## config.mk

```make
export PLATFORM = sky130hd
export DESIGN_NAME = lfsr_encrypter
export DESIGN_NICKNAME = d
export VERILOG_FILES = /design/src/rtl/lfsr_encrypter.sv
export SDC_FILE = /design/constraint.sdc
export NUM_CORES = 1
export LEC_CHECK = 0
export ABC_CLOCK_PERIOD_IN_PS = 3500
export CAP_MARGIN = 20
export CORE_ASPECT_RATIO = 1.25
export CORE_UTILIZATION = 34
export DETAILED_ROUTE_END_ITERATION = 8
export SLEW_MARGIN = 20
export SYNTH_ARGS = -nofsm -noshare
export SYNTH_HDL_FRONTEND = slang
export SYNTH_SLANG_ARGS = --single-unit
```

## constraint.sdc

```tcl
create_clock -name clk -period 3.5 [get_ports clk]
set_input_delay 0.525 -clock clk [delete_from_list [all_inputs] [get_ports clk]]
set_output_delay 0.525 -clock clk [all_outputs]
set_load 0.05 [all_outputs]
```

## src/rtl/lfsr_encrypter.sv

```systemverilog
// lfsr_encrypter: reads plaintext, prepends a 0x5f preamble, XORs with a 6-bit LFSR stream and writes a 64-byte ciphertext block.
// Optional ENC_ASCII_FILTER_EN replaces non-printable message bytes with 0x20 before encryption.
module lfsr_encrypter #(
  parameter int MSG_BASE = 0,
  parameter int CT_BASE  = 64,
  parameter int BLK_LEN  = 64,
  parameter int PRE_MIN  = 7,
  parameter int PRE_MAX  = 12
) (
  input  logic       clk,
  input  logic       rst_n,
  input  logic       start,
  input  logic [2:0] tap_sel,
  input  logic [5:0] seed,
  input  logic [7:0] pre_len,
  output logic [7:0] raddr,
  input  logic [7:0] rdata,
  output logic       wr_en,
  output logic [7:0] waddr,
  output logic [7:0] wdata,
  output logic       busy,
  output logic       done,
  output logic       err
);
  typedef enum logic [1:0] {IDLE, LOAD, RUN, DONE} state_t;
  state_t state, state_nx;
  logic [5:0] lfsr, taps, seed_q;
  logic [2:0] tap_q;
  logic [7:0] pre_q, msg, pt;
  logic [6:0] idx, pl;
  logic idle_like, legal, accept, run, last;
  assign idle_like = (state == IDLE) || (state == DONE);
  assign legal     = (seed != 6'd0) && (tap_sel <= 3'd5);
  assign accept    = idle_like && start && legal;
  assign run       = state == RUN;
  assign last      = idx == 7'(BLK_LEN - 1);
`ifdef ENC_ASCII_FILTER_EN
  assign msg = (rdata[7] || rdata < 8'h20) ? 8'h20 : rdata;
`else
  assign msg = rdata;
`endif
  always_comb begin
    state_nx = state;
    wr_en    = 1'b0;
    raddr    = 8'(MSG_BASE);
    waddr    = 8'h00;
    wdata    = 8'h00;
    pt       = 8'h00;
    busy     = (state == LOAD) || run;
    state_nx = accept ? LOAD : (state == LOAD) ? RUN : (run && last) ? DONE : state;
    if (run) begin
      wr_en = 1'b1;
      waddr = 8'(CT_BASE) + {1'b0, idx};
      raddr = (idx >= pl) ? 8'(MSG_BASE) + {1'b0, idx - pl} : 8'(MSG_BASE);
      pt    = (idx < pl) ? 8'h5f : msg;
      wdata = pt ^ {2'b00, lfsr};
    end
  end
  always_ff @(posedge clk or negedge rst_n) begin
    if (!rst_n) state <= IDLE;
    else        state <= state_nx;
  end
  always_ff @(posedge clk or negedge rst_n) begin
    if (!rst_n) begin
      lfsr   <= 6'd0;
      taps   <= 6'd0;
      seed_q <= 6'd0;
      tap_q  <= 3'd0;
      pre_q  <= 8'd0;
      idx    <= 7'd0;
      pl     <= 7'd0;
      done   <= 1'b0;
      err    <= 1'b0;
    end else begin
      err  <= idle_like && start && !legal;
      done <= (state == DONE) && !accept;
      if (accept) begin
        seed_q <= seed;
        tap_q  <= tap_sel;
        pre_q  <= pre_len;
      end
      if (state == LOAD) begin
        lfsr <= seed_q;
        idx  <= 7'd0;
        pl   <= (pre_q < 8'(PRE_MIN)) ? 7'(PRE_MIN) : (pre_q > 8'(PRE_MAX)) ? 7'(PRE_MAX) : pre_q[6:0];
        taps <= (tap_q == 3'd0) ? 6'h21 : (tap_q == 3'd1) ? 6'h2d : (tap_q == 3'd2) ? 6'h30 :
                (tap_q == 3'd3) ? 6'h33 : (tap_q == 3'd4) ? 6'h36 : 6'h39;
      end
      if (run) begin
        lfsr <= {lfsr[4:0], ^(lfsr & taps)};
        idx  <= idx + 7'd1;
      end
    end
  end
endmodule

```

==> metrics list <==
- The flow ran to the end, but the final reports show violations.
- The final reports fail on design-rule violations.
- The synthesized design contains 47 register bits.
- Based on the critical path, the design can be clocked at up to 305 MHz.
- Counting flops with an async set or reset pin after synthesis yields a share of 1.00.
* Number of global-route vias before repair: 2034
- After synthesis, the cell types taking the most area are sky130_fd_sc_hd__dfrtp_1 41%, sky130_fd_sc_hd__mux2_2 7.5%, sky130_fd_sc_hd__ha_1 5.7%.
* Total power per unit cell area: around 780 nW/µm²
- Number of H-tree levels: 2
- In the synthesized netlist the dominant register cell turns out to be sky130_fd_sc_hd__dfrtp_1.
- Width of the die: approximately 84 µm
- The endpoint identified for the worst register-to-register timing path is pre_q[7].
* Site row count: 37
* Layout Cell Area excl Fill: 3520 µm²
* Area Overhead vs Synth: 23.0%
* Core area: ~8200 µm²
- Using the TritonRoute via totals, the vias-per-cell ratio works out to 4.95.
* CTS hold repair buffers: 0
* Min Clock Period, post-route: about 3300 ps
- Detailed-route DRC error count: 11
- Measured on the finished design, the core utilization comes to 0.429.
- Cell leakage power: 1.56 nW
- Entering global routing, the biggest net connects 48 pins.
- STA classifies the critical path endpoint as an output pin.
- Of the cells placed in the final design, the portion with a size suffix greater than 1 is 0.158.
* Max clock buf depth: 2
* Required time at the worst-slack endpoint: between 2000 and 3000 ps
- Peak supply drop: 0.000302 V
* Remaining Overflow, GRT: 0
- Total vias in the final route: 2202
- Sequential element share of the synthesized area: 0.411
- Final Instance Count excl. Fillers: 445
- Final-stage net count: 389
- Ports: 56
- Cells traversed along the worst timing path: ha_1 -> a21oi_1 -> o21ai_2 -> nor2_1 -> o21a_1 -> clkdlybuf4s50_1
- Power comes to approximately 2.8 mW.
* Total setup buffers inserted after CTS: 0
- In this design, the stage delay of the slowest critical-path cell is 690 ps.
- YS warnings: 0
- Detailed Route Iter0 Violations: 78
- The initial antenna violation count is 0.
- Number of instances in the placed design: ~440
* Num CTS Buffers: 5
- Yosys top cell area share: 0.411
- Port buffering added 54 buffers.
- Setup violations remaining at the end of the flow were counted as 0.
- GRT Overall Usage: 0.138
- STA classifies the critical path startpoint as a register.
- At the later pin of the worst-skew pair, clock insertion delay measures 300 ps.
- After clock tree synthesis, the clock-pin slew on the worst setup and hold paths is 80 ps.
* Antenna viol nets, final: 0
* Area enclosed by the die boundary: 8780 µm²
- Data arrival time at the worst-slack endpoint: 2750 ps
- Count of flip-flops with a built-in enable after synthesis: 0
- Count of final max-slew check failures: 0
* Worst r2r src: state[0]
- Counting every instance in the synthesized netlist gives about 300.
* Placer congestion estimate: 0.805
- The placed instances occupy a cell area of 3410 µm².
* Net Count, Synth: 340
- Of the available clock period, the critical path in the final layout requires 0.935.
* Setup CP Type: register to output pin
- Setup repair after global routing missed its margin: no
- The tightest min-delay check is of the input pin to asynchronous set/reset pin type.
* Cell at the slowest stage of the critical path: sky130_fd_sc_hd__clkdlybuf4s50_1
* Count of distinct cell types in the synthesized netlist: 50
* TNS Setup: 0 ps
- Wirelength per Cell: 13.2 µm
- Clk sink count: 47
* Register-to-register setup slack: 1570 ps
- Max_slew headroom: 0.506
- Post-synthesis average cell area: 9.59 µm²
- Worst-path maximum fanout: 15
- The repair_antennas step left the layout with diodes totalling 0.
* TritonCTS clock tree: yes
- For the pin with the worst max-slew slack, the measured transition is 741 ps.
* Maximum capacitance violations: 0
* Starting density of the core: 0.349
- In this run, post-CTS repair resized a total of 0 instances.
- The number of failing hold endpoints at the final stage came to 0.
* Count of TritonRoute iterations in the first routing pass: 6
- Of all cell types, the one taking the most synthesized area is sky130_fd_sc_hd__dfrtp_1.
* First-pass GRT wire length: 9730 µm
- Post-synthesis instance area: 2860 µm²
- The die is 105 µm tall.
- The HPWL after detailed placement is 4350 µm.
- The number of cells on the worst reg-to-reg path is 5.
* Clk root buf: sky130_fd_sc_hd__clkbuf_8
- After detailed routing, the total wire length is 5850 µm.
- Final clock skew: 8.52 ps
synth_stat cells (3+ instances only):
library cell                n
sky130_fd_sc_hd__mux2_2    19
sky130_fd_sc_hd__dfrtp_1   47
sky130_fd_sc_hd__inv_1     15
sky130_fd_sc_hd__clkbuf_1   9
sky130_fd_sc_hd__a21oi_1   19
sky130_fd_sc_hd__and3b_1    6
sky130_fd_sc_hd__or4b_1     5
sky130_fd_sc_hd__buf_6      3
sky130_fd_sc_hd__nor3b_1    3
sky130_fd_sc_hd__nand3_1    9
sky130_fd_sc_hd__nand2_1   32
sky130_fd_sc_hd__nor2b_1    4
sky130_fd_sc_hd__and2_1     8
sky130_fd_sc_hd__a22o_1     3
sky130_fd_sc_hd__mux2i_1    8
sky130_fd_sc_hd__ha_1      13
sky130_fd_sc_hd__o21ai_0   16
sky130_fd_sc_hd__nor2_1    31
sky130_fd_sc_hd__xnor2_1    5
sky130_fd_sc_hd__nor3_1     5
placed cells by master, fill, tap and decap left out, drive strengths merged, types with 2 or more instances in the layout:
cell and count:
nor2b 5, and3b 6, buf 19, o21ai 19
ha 13, clkdlybuf4s50 38, mux2 21, mux2i 8
and2 8, nor3b 3, xnor2 5, clkbuf 8
a22o 3, nor2 31, nand2 32, inv 15
a31oi 2, nand2b 3, dfrtp 47, nand3 9
xor2 2, o21a 2, nor3 5, nand4 2
a21oi 20, or4b 5
power breakdown:
group / leakage, nW / internal (mW) / switching (mW)
registers: 0.574 / 0.751 / 0.179
logic: 0.931 / 0.646 / 0.815
clock network: 0.0515 / 0.181 / 0.179
worst max path at each step:
stage	startpoint	end	slack (ps)
floorplan	state[0]	raddr[4]	350
global placement	idx[4]	wdata[6]	590
detailed placement	idx[4]	wdata[6]	550
CTS	idx[4]	wdata[6]	210
global route	idx[4]	wdata[6]	70
finish	idx[4]	wdata[6]	230
worst max-delay path: cells and delay by family (launching register included):
kind | cells | cell delay [ps]
AO/OA/AOI/OAI | 3 | 790
adder cells (fa/ha/maj) | 1 | 420
buffers and inverters | 1 | 690
flip-flops | 1 | 440
AND/OR/NAND/NOR | 1 | 100
layer usage:
metal  vias to the layer above  routed length (µm)  share of wire  GRT usage
met1                      1025                2880           0.49      0.185
met4                         0                  94          0.016     0.0517
met3                         7                 241          0.041     0.0246
met5                         -                   0              0          0
met2                        46                2640           0.45      0.221
li1                       1124                   -              -          -
cells by family after synthesis:
| logic type | Yosys count | synth area share |
|---|---|---|
| AND/OR/NAND/NOR | 117 | 0.219 |
| adder cells (fa/ha/maj) | 14 | 0.0639 |
| multiplexers | 29 | 0.113 |
| flip-flops | 47 | 0.411 |
| buffers and inverters | 30 | 0.0503 |
| other | 1 | 0.00131 |
| XOR/XNOR | 8 | 0.0293 |
| AO/OA/AOI/OAI | 52 | 0.112 |
cell type report:
cell class	instances	area, µm²
Sequential cell	47	1180
Multi-Input combinational cell	221	1540
Timing Repair Buffer	57	523
Tap cell	97	121
Clock buffer	8	100
Fill cell	805	4680
Inverter	15	56.3
state kept, by name, summed over array words and instances (netlist names):
register,count
pre_q,8
done,1
taps,6
pl,7
state,2
err,1
lfsr,6
tap_q,3
seed_q,6
idx,7
through the flow:
stage               setup WS (ps)  hold WS [ps]
floorplan                     351           229
global placement              595           453
detailed placement            554           455
CTS                           209           444
global route                 72.6           263
finish                        227           224
No activity file was read; power rests on OpenSTA's default activity.
